### src/rtl/mem_port_arbiter_pkg.sv
// rtl/mem_port_arbiter_pkg.sv - shared types and constants for the memory port arbiter
package mem_port_arbiter_pkg;

    typedef enum logic [1:0] {
        ST_IDLE,
        ST_ADDR,
        ST_DATA
    } arb_state_t;

    typedef enum logic [1:0] {
        OWN_NONE,
        OWN_INST,
        OWN_DATA
    } arb_owner_t;

    localparam logic [1:0] SIZE_BYTE = 2'd0;
    localparam logic [1:0] SIZE_HALF = 2'd1;
    localparam logic [1:0] SIZE_WORD = 2'd2;

endpackage

### src/rtl/mem_port_arbiter_req_slot.sv
// rtl/mem_port_arbiter_req_slot.sv - per-requester done/rdata/discard state and busy logic
module arb_req_slot #(
    parameter int DATA_W = 32
) (
    input  logic              clk,
    input  logic              resetn,
    input  logic              i_req,
    input  logic              i_cancel,
    input  logic              i_adv,
    input  logic              i_inflight,
    input  logic              i_complete,
    input  logic [DATA_W-1:0] i_mem_rdata,
    output logic [DATA_W-1:0] o_rdata,
    output logic              o_busy,
    output logic              o_eligible
);

    logic              r_done;
    logic              r_discard;
    logic [DATA_W-1:0] r_rdata;
    logic              w_drop;
    logic              w_accept;

    // A cancel arriving in the completion cycle drops the result just like an earlier one.
    assign w_drop     = r_discard | i_cancel;
    assign w_accept   = i_complete & ~w_drop;

    assign o_rdata    = w_accept ? i_mem_rdata : r_rdata;
    assign o_busy     = i_req & ~r_done & ~w_accept;
    assign o_eligible = i_req & ~r_done & ~i_cancel;

    always_ff @(posedge clk or negedge resetn) begin
        if (!resetn) begin
            r_done    <= 1'b0;
            r_discard <= 1'b0;
            r_rdata   <= '0;
        end else begin
            if (w_accept) begin
                r_rdata <= i_mem_rdata;
            end
            // The stage consuming the result in the completion cycle leaves nothing to hold.
            if (i_adv || i_cancel) begin
                r_done <= 1'b0;
            end else if (w_accept) begin
                r_done <= 1'b1;
            end
            if (i_complete) begin
                r_discard <= 1'b0;
            end else if (i_cancel && i_inflight) begin
                r_discard <= 1'b1;
            end
        end
    end

endmodule

### src/rtl/mem_port_arbiter.sv
// rtl/mem_port_arbiter.sv - shares one SRAM-like port between fetch and data access
module mem_port_arbiter
    import mem_port_arbiter_pkg::*;
#(
    parameter int ADDR_W = 32,
    parameter int DATA_W = 32,
    parameter bit D_PRIO = 1'b1
) (
    input  logic              clk,
    input  logic              resetn,
    input  logic              i_req,
    input  logic [ADDR_W-1:0] i_addr,
    output logic [DATA_W-1:0] i_rdata,
    output logic              i_busy,
    input  logic              i_cancel,
    input  logic              f_adv,
    input  logic              d_req,
    input  logic              d_wr,
    input  logic [1:0]        d_size,
    input  logic [ADDR_W-1:0] d_addr,
    input  logic [DATA_W-1:0] d_wdata,
    output logic [DATA_W-1:0] d_rdata,
    output logic              d_busy,
    input  logic              m_adv,
    output logic              m_req,
    output logic              m_wr,
    output logic [1:0]        m_size,
    output logic [ADDR_W-1:0] m_addr,
    output logic [DATA_W-1:0] m_wdata,
    input  logic              m_addr_ok,
    input  logic              m_data_ok,
    input  logic [DATA_W-1:0] m_rdata
);

    arb_state_t        r_state;
    arb_state_t        w_state_nxt;
    arb_owner_t        r_owner;
    logic              r_wr;
    logic [1:0]        r_size;
    logic [ADDR_W-1:0] r_addr;
    logic [DATA_W-1:0] r_wdata;

    logic w_grant_inst;
    logic w_grant_data;
    logic w_complete;
    logic w_i_elig;
    logic w_d_elig;
    logic w_i_inflight;
    logic w_d_inflight;

    assign w_complete   = ((r_state == ST_ADDR) && m_addr_ok && m_data_ok) ||
                          ((r_state == ST_DATA) && m_data_ok);
    assign w_i_inflight = (r_owner == OWN_INST) && (r_state != ST_IDLE);
    assign w_d_inflight = (r_owner == OWN_DATA) && (r_state != ST_IDLE);

    assign m_req   = (r_state == ST_ADDR);
    assign m_wr    = r_wr;
    assign m_size  = r_size;
    assign m_addr  = r_addr;
    assign m_wdata = r_wdata;

    always_comb begin
        w_state_nxt  = r_state;
        w_grant_inst = 1'b0;
        w_grant_data = 1'b0;
        case (r_state)
            ST_IDLE: begin
                if (w_d_elig && (D_PRIO || !w_i_elig)) begin
                    w_grant_data = 1'b1;
                end else if (w_i_elig) begin
                    w_grant_inst = 1'b1;
                end
                if (w_grant_data || w_grant_inst) begin
                    w_state_nxt = ST_ADDR;
                end
            end
            ST_ADDR: begin
                if (m_addr_ok) begin
                    w_state_nxt = m_data_ok ? ST_IDLE : ST_DATA;
                end
            end
            ST_DATA: begin
                if (m_data_ok) begin
                    w_state_nxt = ST_IDLE;
                end
            end
            default: w_state_nxt = ST_IDLE;
        endcase
    end

    always_ff @(posedge clk or negedge resetn) begin
        if (!resetn) begin
            r_state <= ST_IDLE;
            r_owner <= OWN_NONE;
            r_wr    <= 1'b0;
            r_size  <= SIZE_BYTE;
            r_addr  <= '0;
            r_wdata <= '0;
        end else begin
            r_state <= w_state_nxt;
            if (w_grant_data) begin
                r_owner <= OWN_DATA;
                r_wr    <= d_wr;
                r_size  <= d_size;
                r_addr  <= d_addr;
                r_wdata <= d_wdata;
            end else if (w_grant_inst) begin
                r_owner <= OWN_INST;
                r_wr    <= 1'b0;
                r_size  <= SIZE_WORD;
                r_addr  <= i_addr;
                r_wdata <= '0;
            end else if (w_complete) begin
                r_owner <= OWN_NONE;
            end
        end
    end

    arb_req_slot #(.DATA_W(DATA_W)) u_inst_slot (
        .clk         (clk),
        .resetn      (resetn),
        .i_req       (i_req),
        .i_cancel    (i_cancel),
        .i_adv       (f_adv),
        .i_inflight  (w_i_inflight),
        .i_complete  (w_complete && (r_owner == OWN_INST)),
        .i_mem_rdata (m_rdata),
        .o_rdata     (i_rdata),
        .o_busy      (i_busy),
        .o_eligible  (w_i_elig)
    );

    // The data side is never flushed while in flight, so its cancel is tied off.
    arb_req_slot #(.DATA_W(DATA_W)) u_data_slot (
        .clk         (clk),
        .resetn      (resetn),
        .i_req       (d_req),
        .i_cancel    (1'b0),
        .i_adv       (m_adv),
        .i_inflight  (w_d_inflight),
        .i_complete  (w_complete && (r_owner == OWN_DATA)),
        .i_mem_rdata (m_rdata),
        .o_rdata     (d_rdata),
        .o_busy      (d_busy),
        .o_eligible  (w_d_elig)
    );

endmodule

### config.mk
export PLATFORM = sky130hd
export DESIGN_NAME = mem_port_arbiter
export DESIGN_NICKNAME = d
export VERILOG_FILES = /design/src/rtl/mem_port_arbiter_pkg.sv /design/src/rtl/mem_port_arbiter_req_slot.sv /design/src/rtl/mem_port_arbiter.sv
export SDC_FILE = /design/constraint.sdc
export NUM_CORES = 1
export LEC_CHECK = 0
export CAP_MARGIN = 20
export CORE_UTILIZATION = 40
export DETAILED_ROUTE_END_ITERATION = 10
export DONT_BUFFER_PORTS = 1
export GPL_ROUTABILITY_DRIVEN = 0
export SETUP_SLACK_MARGIN = 0.02
export SLEW_MARGIN = 30
export SYNTH_ARGS = -nofsm -noshare
export SYNTH_HDL_FRONTEND = slang
export SYNTH_SLANG_ARGS = --single-unit
### constraint.sdc
create_clock -name clk -period 1.79 [get_ports clk]
set_input_delay 0.2685 -clock clk [delete_from_list [all_inputs] [get_ports clk]]
set_output_delay 0.2685 -clock clk [all_outputs]
set_load 0.01 [all_outputs]
==> results of run 1 <==
## cell usage in the layout (no fill, tap or decap), types with 2 or more instances in the layout
cell type	n
inv_1	3
nand2_1	2
nor2_1	3
dfrtp_1	138
a31oi_1	35
clkinv_2	4
nor3_1	2
buf_16	2
mux2_4	40
and2b_2	2
and3b_1	32
dlygate4sd3_1	34
o2bb2ai_1	32
nand3b_1	2
nand2b_1	3
inv_6	2
clkbuf_1	4
buf_12	5
mux2_2	24
a211oi_1	2
nor2b_1	2
a21oi_1	2
clkinvlp_4	3
a22o_1	34
buf_4	13
clkbuf_16	18
## layout make-up
type | instances | share of cell area (%)
clock buffer | 22 | 6.42
clock inverter | 10 | 0.973
antenna | 1 | 0.0354
sequential | 138 | 48.8
multi-input combinational | 229 | 31.3
tap | 180 | 3.19
inverter | 3 | 0.159
timing repair buffer | 57 | 9.12
## worst max path at each step
| stage | start | endpoint | slack, ns |
|---|---|---|---|
| final | r_state[0] | i_rdata[29] | -0.43 |
| after global routing | r_state[0] | i_rdata[21] | -0.51 |
| after CTS | r_state[0] | i_rdata[2] | -0.43 |
| after detailed placement | r_state[0] | i_rdata[2] | -0.004 |
| after global placement | r_state[0] | i_rdata[16] | 0.04 |
| after floorplan | r_state[0] | i_rdata[23] | -0.01 |
## metrics by stage
stage                     worst slack (ns)  instances  total power [mW]  setup TNS (ns)
after floorplan                    -0.0140        404              7.71          -0.310
after global placement              0.0403        566              8.36               0
after detailed placement          -0.00374        566              8.49         -0.0323
after CTS                           -0.433        636              12.0          -25.94
after global routing                -0.511        639              12.6          -30.80
final                               -0.429        640              12.0          -24.34
## flip-flops by register name, summed over array words and instances, names as in the netlist
name                   count
m_wdata                   32
u_inst_slot.r_done         1
m_size                     2
r_owner                    2
u_data_slot.r_rdata       32
r_state                    2
m_addr                    32
m_wr                       1
u_data_slot.r_done         1
u_inst_slot.r_discard      1
u_inst_slot.r_rdata       32
## repair_timing
| item | in CTS | in global routing |
|---|---|---|
| hold buffers | 32 | 2 |
| setup endpoints to repair | 66 | 66 |
| resized for setup | 32 | 11 |
| gates cloned | 2 | 1 |
| setup buffers | 4 | 0 |
| pin swaps | 1 | 1 |
| hold endpoints to repair | 170 | 140 |
## per-layer routing
layer	vias to the layer above	global-route usage [%]
li1	1615	-
met1	1812	19.8
met2	196	32.4
met3	14	8.38
met4	0	6.48
met5	-	0
## power by group through the flow
stage,sequential (mW),combinational [mW],clock (mW)
after floorplan,5.34,2.37,0
after global placement,5.60,2.76,0
after detailed placement,5.62,2.87,0
after CTS,5.61,3.22,3.19
after global routing,5.74,3.55,3.31
final,5.61,3.28,3.07
## cell families (layout without fill, tap and decap cells)
kind of cell           Yosys count  count (layout)  synth area share (%)
AO/OA/AOI/OAI                  112             112                  15.6
buffers and inverters           37              92                  3.81
flip-flops                     138             138                  60.4
multiplexers                    64              64                  12.7
other                            0               1                     0
AND/OR/NAND/NOR                 53              53                  7.46
==> run_results.csv, run 1 <==
group,metric,value,unit
run_status,run_status,"finished with violations",
run_status,violations,"negative hold slack, negative setup slack",
timing,layout_setup_ws,-0.429,ns
setup_path,cp_slowest_cell,"dfrtp_1",
routing,wl_per_cell,21.9,um
pwr,p_switching,4.01,mW
setup_path,r2r-start,"r_state[0]",
synth,synthDistinctLibCells,34,
placement,io_buffers,0,
setup_path,timing.rr.end,"u_inst_slot.r_rdata[29]",
clock_network,ctsRootBufferMaster,"clkbuf_16",
layout,multi_input_area,0.00221,mm^2
routing,vias_per_cell,5.68,
floorplanning,ios,274,
timing,timing.fmax,451,MHz
clock_network,clk-insertion-delay-late,0.40,ns
synth,synth_area,0.00572,mm^2
timing,tightest_slew,0.366,ns
timing,period_share,124,%
layout,final_area,0.00707,mm^2
routing,drt_wl_total,14.0,mm
setup_path,crit_path_max_incr_delay,0.40,ns
pwr,internal-power,7.95,mW
layout,drive_above_1_share,27.7,%
routing,drt-initial-drc-count,108,
routing,wl_met1,5.36,mm
pwr,power_frac_seq,46.9,%
run,cap_violations,0,
global_routing,antenna_found_initial,1,
timing,final_hold_viol_count,138,
floorplanning,die_w,122,um
setup_path,critPathMaxFanout,28,
pwr,peakVddDrop,0.000691,V
setup_path,worstSetupStartpointType,"flop",
layout,seqCellArea,0.00345,mm^2
synth,syn-num-nets,544,
synth,yosysSeqAreaShare,60.4,%
routing,ant_nets,0,
synth,synth.most_common_cell,"dfrtp_1",
pwr,power_density,1690,mW/mm^2
clock_network,cts_max_path_buffers,2,
synth,synthTopCellsByArea,"dfrtp_1, mux2_2, a22o_1",
timing,maxSlewViolCount,0,
synth,synth_edf_count,0,
setup_path,critPathRequiredTime,1.52,ns
routing,wl_met3,1.52,mm
timing,grt_setup_unrepaired,"true",
pwr,pwr-share-clk,25.7,%
pwr,p_leak,3.23,nW
setup_path,crit_path_cell_trace,"and2b_2 > o2111ai_4 > buf_12 > mux2_2",
floorplanning,fp.dieArea,0.0148,mm^2
clock_network,cts-buffers-inserted,17,
routing,vias,3637,
timing,relSlewSlack,75.6,%
global_routing,grt_overflow,0,
min_path,hold_path.class,"primary input to asynchronous set/reset pin",
layout,nets,586,
setup_path,rr_worst_depth,4,
layout,areaGrowthSynthToFinish,23.6,%
placement,dp_hpwl,9.04,mm
setup_path,cp.depth,4,
timing,skew,0.00538,ns
global_routing,grt_first_pass_wirelength,20.4,mm
global_routing,first_global_vias,3851,
floorplanning,start_util,41.0,%
floorplanning,die_h,122,um
clock_network,clock_sinks,138,
clock_network,htree_levels,4,
global_routing,grt_util_all_layers,18.6,%
floorplanning,core_area,0.0139,mm^2
layout,final_util,50.7,%
floorplanning,row_count,43,
synth,yosysWarnings,0,
global_routing,grt_start_max_net_pins,139,
timing,setup_viol,66,
setup_path,cp_data_arrival_time,1.95,ns
timing,timing.hold.ws,-0.442,ns
setup_path,r2r_slack,0.11,ns
routing,routed.top_layer,"met4",
synth,syn_area_per_cell,14.2,um^2
routing,drc,0,
synth,synth.top_cells.by_count,"dfrtp_1, mux2_2, a31oi_1",
synth,async_reset_ff_share,100,%
synth,netlist.area_leader.share,60.4,%
layout,fillCellCount,1208,
timing,min_period,2.22,ns
synth,yosys_most_used_dff,"dfrtp_1",
setup_path,cp-end-kind,"output port",
synth,yosys_register_bits,138,
pwr,pwr-share-comb,27.4,%
setup_path,critical-path-top-delay-family,"flip-flops",
clock_network,cts_tree,"done",
clock_network,cts.clk_slew.worst_paths,0.06,ns
routing,firstDrtPassIters,4,
synth,synth_cells,404,
routing,wl_met2,6.96,mm
synth,synth_top_cell_by_area,"dfrtp_1",
pwr,p_sw_share,33.5,%
setup_path,timing.critical_path.buf_inv,1,
placement,placed_area,0.00593,mm^2
setup_path,crit_type,"flop to output port",
Note: power is estimated with default switching activity, not from simulation.
==> inputs of run 2 (changes only) <==
--- a/config.mk
+++ b/config.mk
@@ -5,7 +5,8 @@
 export SDC_FILE = /design/constraint.sdc
 export NUM_CORES = 1
 export LEC_CHECK = 0
-export CAP_MARGIN = 20
+export CAP_MARGIN = 30
+export CORE_ASPECT_RATIO = 0.5
 export CORE_UTILIZATION = 40
 export DETAILED_ROUTE_END_ITERATION = 10
 export DONT_BUFFER_PORTS = 1
==> run 2 against run 1 <==
Net effect:
- the flow still finishes with violations (negative hold slack, negative setup slack)
- cell area increased by 2.5%
- hold slack better by 0.0052 ns
- total power is 3.9% higher
- non-clock buffer count grew 6
- sequential cell count is the same
- clock-buffer cell count down 4
- fmax shrank 1.5%
- routed wire length is 0.16% lower
- die area is 0.19% higher
==> run_results.csv, run 2 (synthesis gave the netlist of run 1 again) <==
group,metric,value,unit
layout,final_util,52.7,%
global_routing,grt_util_all_layers,18.6,%
layout,drive_above_1_share,30.5,%
floorplanning,fp.dieArea,0.0148,mm^2
setup_path,crit_type,"flop to output port",
timing,maxSlewViolCount,0,
setup_path,cp_data_arrival_time,1.98,ns
timing,fin_setup_tns,-26.07,ns
layout,layout_commonest_cell,"dfrtp_1",
global_routing,grt_overflow,0,
timing,skew,0.0139,ns
setup_path,critPathRequiredTime,1.52,ns
routing,wl_per_cell,21.3,um
run,cap_violations,0,
clock_network,clk-insertion-delay-late,0.40,ns
routing,ant_nets,0,
clock_network,ctsRootBufferMaster,"clkbuf_16",
global_routing,antenna_found_initial,1,
layout,nets,592,
placement,io_buffers,0,
pwr,p_leak,3.37,nW
layout,areaGrowthSynthToFinish,26.7,%
clock_network,clock_sinks,138,
floorplanning,row_count,30,
timing,final_hold_viol_count,138,
routing,drc,0,
run_status,run_status,"finished with violations",
timing,relSlewSlack,74.7,%
routing,vias_per_cell,5.53,
global_routing,grt_first_pass_wirelength,20.6,mm
routing,firstDrtPassIters,4,
setup_path,cp-end-kind,"output port",
timing,timing.fmax,444,MHz
global_routing,first_global_vias,3743,
timing,layout_setup_ws,-0.462,ns
clock_network,cts.clk_slew.worst_paths,0.06,ns
routing,drt_wl_total,14.0,mm
routing,vias,3638,
setup_path,critPathMaxFanout,12,
floorplanning,start_util,41.6,%
timing,timing.hold.ws,-0.437,ns
pwr,peakVddDrop,0.000652,V
routing,drt-initial-drc-count,154,
layout,layout_common_cells,"dfrtp_1, mux2_4, a31oi_1, a22o_1",
run_status,violations,"negative hold slack, negative setup slack",
setup_path,r2r_slack,0.07,ns
timing,min_period,2.25,ns
placement,dp_hpwl,8.92,mm
clock_network,htree_levels,4,
pwr,power_density,1720,mW/mm^2
clock_network,cts_max_path_buffers,2,
floorplanning,ios,274,
clock_network,cts-buffers-inserted,17,
timing,setup_viol,66,
timing,period_share,126,%
timing,tightest_slew,0.380,ns
clock_network,cts_tree,"done",
floorplanning,die_h,86.6,um
floorplanning,die_w,171,um
global_routing,grt_start_max_net_pins,139,
setup_path,worstSetupStartpointType,"flop",
timing,grt_setup_unrepaired,"true",
min_path,hold_path.class,"primary input to asynchronous set/reset pin",
floorplanning,core_area,0.0137,mm^2
## run 2: cell types whose count changed in the layout (fill, tap and decap cells not counted), sizes merged
cell | before | now
dlygate4sd3 | 34 | 31
inv | 5 | 8
bufinv | 0 | 2
buf | 22 | 32
clkinv | 5 | 4
clkbuf | 23 | 18
## run 2: layout make-up
| class | instances | area [um^2] |
|---|---|---|
| fill | 1188 | 6490 |
| clock buffer | 18 | 439 |
| multi-input combinational | 229 | 2270 |
| clock inverter | 14 | 160 |
| tap | 192 | 240 |
| antenna | 1 | 2.50 |
| sequential | 138 | 3450 |
| inverter | 3 | 11.3 |
| timing repair buffer | 63 | 671 |
## run 2: worst max-delay path, stage by stage (launching register included)
cell and delay [ns]:
dfrtp_1 0.41, and3b_2 0.25, o2111ai_4 0.25, buf_6 0.16, buf_12 0.16, mux2_4 0.34
## run 2: per-layer routing
layer	part of all wire [%]	vias to the layer above	wire, um	track usage (%)
met3	7.2	16	1000	5.94
li1	-	1624	-	-
met2	49	150	6880	31.1
met1	42	1848	5920	22.9
met5	0	-	0	0
met4	1.5	0	206	6.90
## run 2: per-stage QoR
step	setup slack, ns	power, mW	instance area [um^2]	cells
floorplan	-0.0140	7.71	5730	404
detailed placement	-0.0315	8.45	5970	583
finish	-0.462	12.4	7240	658
CTS	-0.459	12.4	7160	655
global route	-0.536	13.1	7240	658
global placement	-0.000402	8.38	5970	583
## run 2: where the power goes
| group | leakage (nW) | internal [mW] | switching [mW] |
|---|---|---|---|
| registers | 1.74 | 4.46 | 1.16 |
| clock network | 0.286 | 2.12 | 1.40 |
| logic | 1.34 | 1.71 | 1.59 |
## run 2: repair_timing
item                                    CTS  global route
endpoints found under the setup margin   66            79
resized for setup                        45            26
pin swaps                                 1             2
buffers inserted                          8             3
endpoints found under the hold margin   168           139
hold buffers                             30             1
cloned                                    3             0
## run 2: path summary, 6_finish.rpt
check	end	depth (start not counted)	startpoint
worst max register to register	m_wdata[20]	7	r_state[0]
max in group asynchronous	m_addr[31]	0	resetn
worst max-delay path	i_rdata[14]	5	r_state[1]
worst min-delay path	u_data_slot.r_rdata[20]	0	resetn
min in group clk	m_size[0]	1	d_size[0]
worst min register to register	u_inst_slot.r_rdata[31]	1	u_inst_slot.r_rdata[31]
==> inputs of run 3 (changes only) <==
--- a/config.mk
+++ b/config.mk
@@ -7,10 +7,12 @@
 export LEC_CHECK = 0
 export CAP_MARGIN = 30
 export CORE_ASPECT_RATIO = 0.5
-export CORE_UTILIZATION = 40
+export CORE_UTILIZATION = 39
 export DETAILED_ROUTE_END_ITERATION = 10
 export DONT_BUFFER_PORTS = 1
 export GPL_ROUTABILITY_DRIVEN = 0
+export GPL_TIMING_DRIVEN = 0
+export PLACE_DENSITY_LB_ADDON = 0.25
 export SETUP_SLACK_MARGIN = 0.02
 export SLEW_MARGIN = 30
 export SYNTH_ARGS = -nofsm -noshare
==> run 3 against run 2 <==
Net effect:
- the run still ends with negative hold slack, negative setup slack left
- sequential cell count stayed put
- sequential power hardly changed
- routed wire length is 8.9% higher
- via count is 2.6% higher
- clock skew is 0.0010 ns lower
- clock power is 6.3% lower
- cell area is 2.1% higher
- critical path depth is 1 higher
- sequential share of layout area is 0.96 points lower
- largest power group unchanged
==> run_results.csv, run 3 (synthesis gave the netlist of run 1 again) <==
group,metric,value,unit
run_status,run_status,"finished with violations",
run_status,violations,"negative hold slack, negative setup slack",
timing,maxSlewViolCount,0,
routing,vias_per_cell,5.52,
layout,areaGrowthSynthToFinish,29.4,%
layout,nets,611,
setup_path,crit_path_start,"r_state[0]",
global_routing,first_global_vias,4055,
timing,min_period,2.30,ns
clock_network,cts_max_path_buffers,2,
clock_network,cts_tree,"done",
timing,timing.fmax,436,MHz
global_routing,grt_util_all_layers,19.8,%
routing,wl_per_cell,22.6,um
floorplanning,start_util,41.1,%
clock_network,clock_sinks,138,
routing,vias,3732,
routing,drc,0,
pwr,internal-power,8.23,mW
pwr,power_density,1680,mW/mm^2
pwr,p_switching,4.18,mW
clock_network,htree_levels,4,
timing,relSlewSlack,66.8,%
layout,seqCellArea,0.00346,mm^2
clock_network,cts.clk_slew.worst_paths,0.06,ns
setup_path,crit_type,"flop to output port",
routing,drt_wl_total,15.3,mm
layout,final_util,53.1,%
layout,insertedDiodeCount,0,
floorplanning,die_w,173,um
global_routing,antenna_found_initial,0,
timing,tightest_slew,0.498,ns
pwr,p_leak,3.46,nW
clock_network,cts-buffers-inserted,17,
global_routing,grt_overflow,0,
timing,timing.hold.ws,-0.445,ns
setup_path,worstSetupStartpointType,"flop",
timing,period_share,128,%
run,cap_violations,0,
floorplanning,core_area,0.0139,mm^2
setup_path,timing.critical_path.buf_inv,3,
floorplanning,ios,274,
timing,fin_setup_tns,-27.81,ns
timing,final_hold_viol_count,138,
min_path,hold_path.class,"primary input to asynchronous set/reset pin",
pwr,pwr-share-clk,26.6,%
setup_path,crit_path_max_incr_delay,0.38,ns
routing,ant_nets,0,
placement,dp_hpwl,9.72,mm
layout,multi_input_area,0.00232,mm^2
layout,drive_above_1_share,32.6,%
routing,firstDrtPassIters,4,
layout,layout_common_cells,"dfrtp_1, mux2_4, a31oi_1, a22o_1",
timing,grt_setup_unrepaired,"true",
clock_network,ctsRootBufferMaster,"clkbuf_16",
floorplanning,row_count,30,
routing,drt-initial-drc-count,98,
setup_path,critPathRequiredTime,1.52,ns
layout,fillCellCount,1182,
setup_path,crit_path_cell_trace,"buf_6 > and3b_2 > o2111ai_4 > buf_12 > clkbuf_16 > mux2_4",
clock_network,clk-insertion-delay-late,0.41,ns
global_routing,grt_start_max_net_pins,139,
global_routing,grt_first_pass_wirelength,23.1,mm
layout,layout_commonest_cell,"dfrtp_1",
setup_path,cp_slowest_cell,"dfrtp_1",
setup_path,cp_data_arrival_time,2.03,ns
pwr,pwr-share-comb,28.3,%
timing,setup_viol,66,
floorplanning,die_h,87.6,um
timing,skew,0.0129,ns
setup_path,cp-end-kind,"output port",
pwr,p_sw_share,33.7,%
setup_path,critical-path-top-delay-family,"buffers and inverters",
pwr,peakVddDrop,0.000616,V
setup_path,r2r-start,"r_state[0]",
timing,layout_setup_ws,-0.505,ns
pwr,power_frac_seq,45.2,%
placement,io_buffers,0,
setup_path,critPathMaxFanout,7,
placement,post-place-ws,-0.228,ns
floorplanning,fp.dieArea,0.0152,mm^2
-- run 3: cell count changes in the layout (fill, tap and decap cells not counted), moves of 4 or more --
cell	before	now
clkbuf_1	0	15
clkbuf_2	0	4
dlygate4sd3_1	31	20
buf_4	20	9
buf_2	0	5
buf_6	4	13
mux2_2	11	0
buf_12	4	10
mux2_4	53	64
-- run 3: path summary, 6_finish.rpt --
| path | end | cells after the start | slack [ns] |
|---|---|---|---|
| setup / recovery | i_rdata[20] | 6 | -0.51 |
| hold / removal | u_data_slot.r_rdata[23] | 0 | -0.45 |
| setup reg to reg | u_inst_slot.r_rdata[20] | 6 | 0.04 |
| hold reg to reg | u_inst_slot.r_rdata[1] | 1 | 0.52 |
| max in group asynchronous | u_data_slot.r_done | 0 | 2.04 |
| min in group clk | m_wdata[18] | 1 | 0.01 |
-- run 3: cell type report --
type                       count  area share (%)
buffer                        32            3.20
clock buffer                  19            5.85
clock inverter                13            1.64
inverter                       3           0.152
multi-input combinational    230            31.4
sequential                   138            46.7
tap                          192            3.25
timing repair buffer          49            7.85
-- run 3: metrics by stage --
stage / cell area (um^2) / instances / hold WS, ns / power (mW)
6_report: 7400 / 676 / -0.445 / 12.4
5_1_grt: 7400 / 676 / -0.470 / 13.0
4_1_cts: 7360 / 672 / -0.462 / 12.5
3_5_place_dp: 5970 / 596 / -0.0241 / 8.47
3_3_place_gp: 5970 / 596 / -0.0244 / 8.38
2_1_floorplan: 5730 / 404 / -0.0271 / 7.71
-- run 3: timing repair --
| item | 4_1_cts | 5_1_grt |
|---|---|---|
| gates resized for setup | 96 | 12 |
| setup buffers | 21 | 4 |
| gates cloned | 4 | 3 |
| hold buffers | 19 | 1 |
| hold endpoints to repair | 158 | 139 |
| setup endpoints to repair | 126 | 124 |
| pin swaps | 5 | 4 |
-- run 3: power by group through the flow --
stage / combinational, mW / clock [mW] / sequential (mW)
after floorplan: 2.37 / 0 / 5.34
after global placement: 2.78 / 0 / 5.59
after detailed placement: 2.84 / 0 / 5.62
after CTS: 3.52 / 3.38 / 5.61
after global routing: 3.79 / 3.51 / 5.72
final: 3.51 / 3.30 / 5.60
-- run 3: routing by layer --
metal | global-route usage (%) | vias to the layer above | wire, um | part of all wire (%)
met2 | 33.2 | 134 | 7520 | 49
met4 | 6.28 | 0 | 191 | 1.3
met1 | 25.2 | 1921 | 6580 | 43
li1 | - | 1663 | - | -
met3 | 5.77 | 14 | 971 | 6.4
met5 | 0 | - | 0 | 0
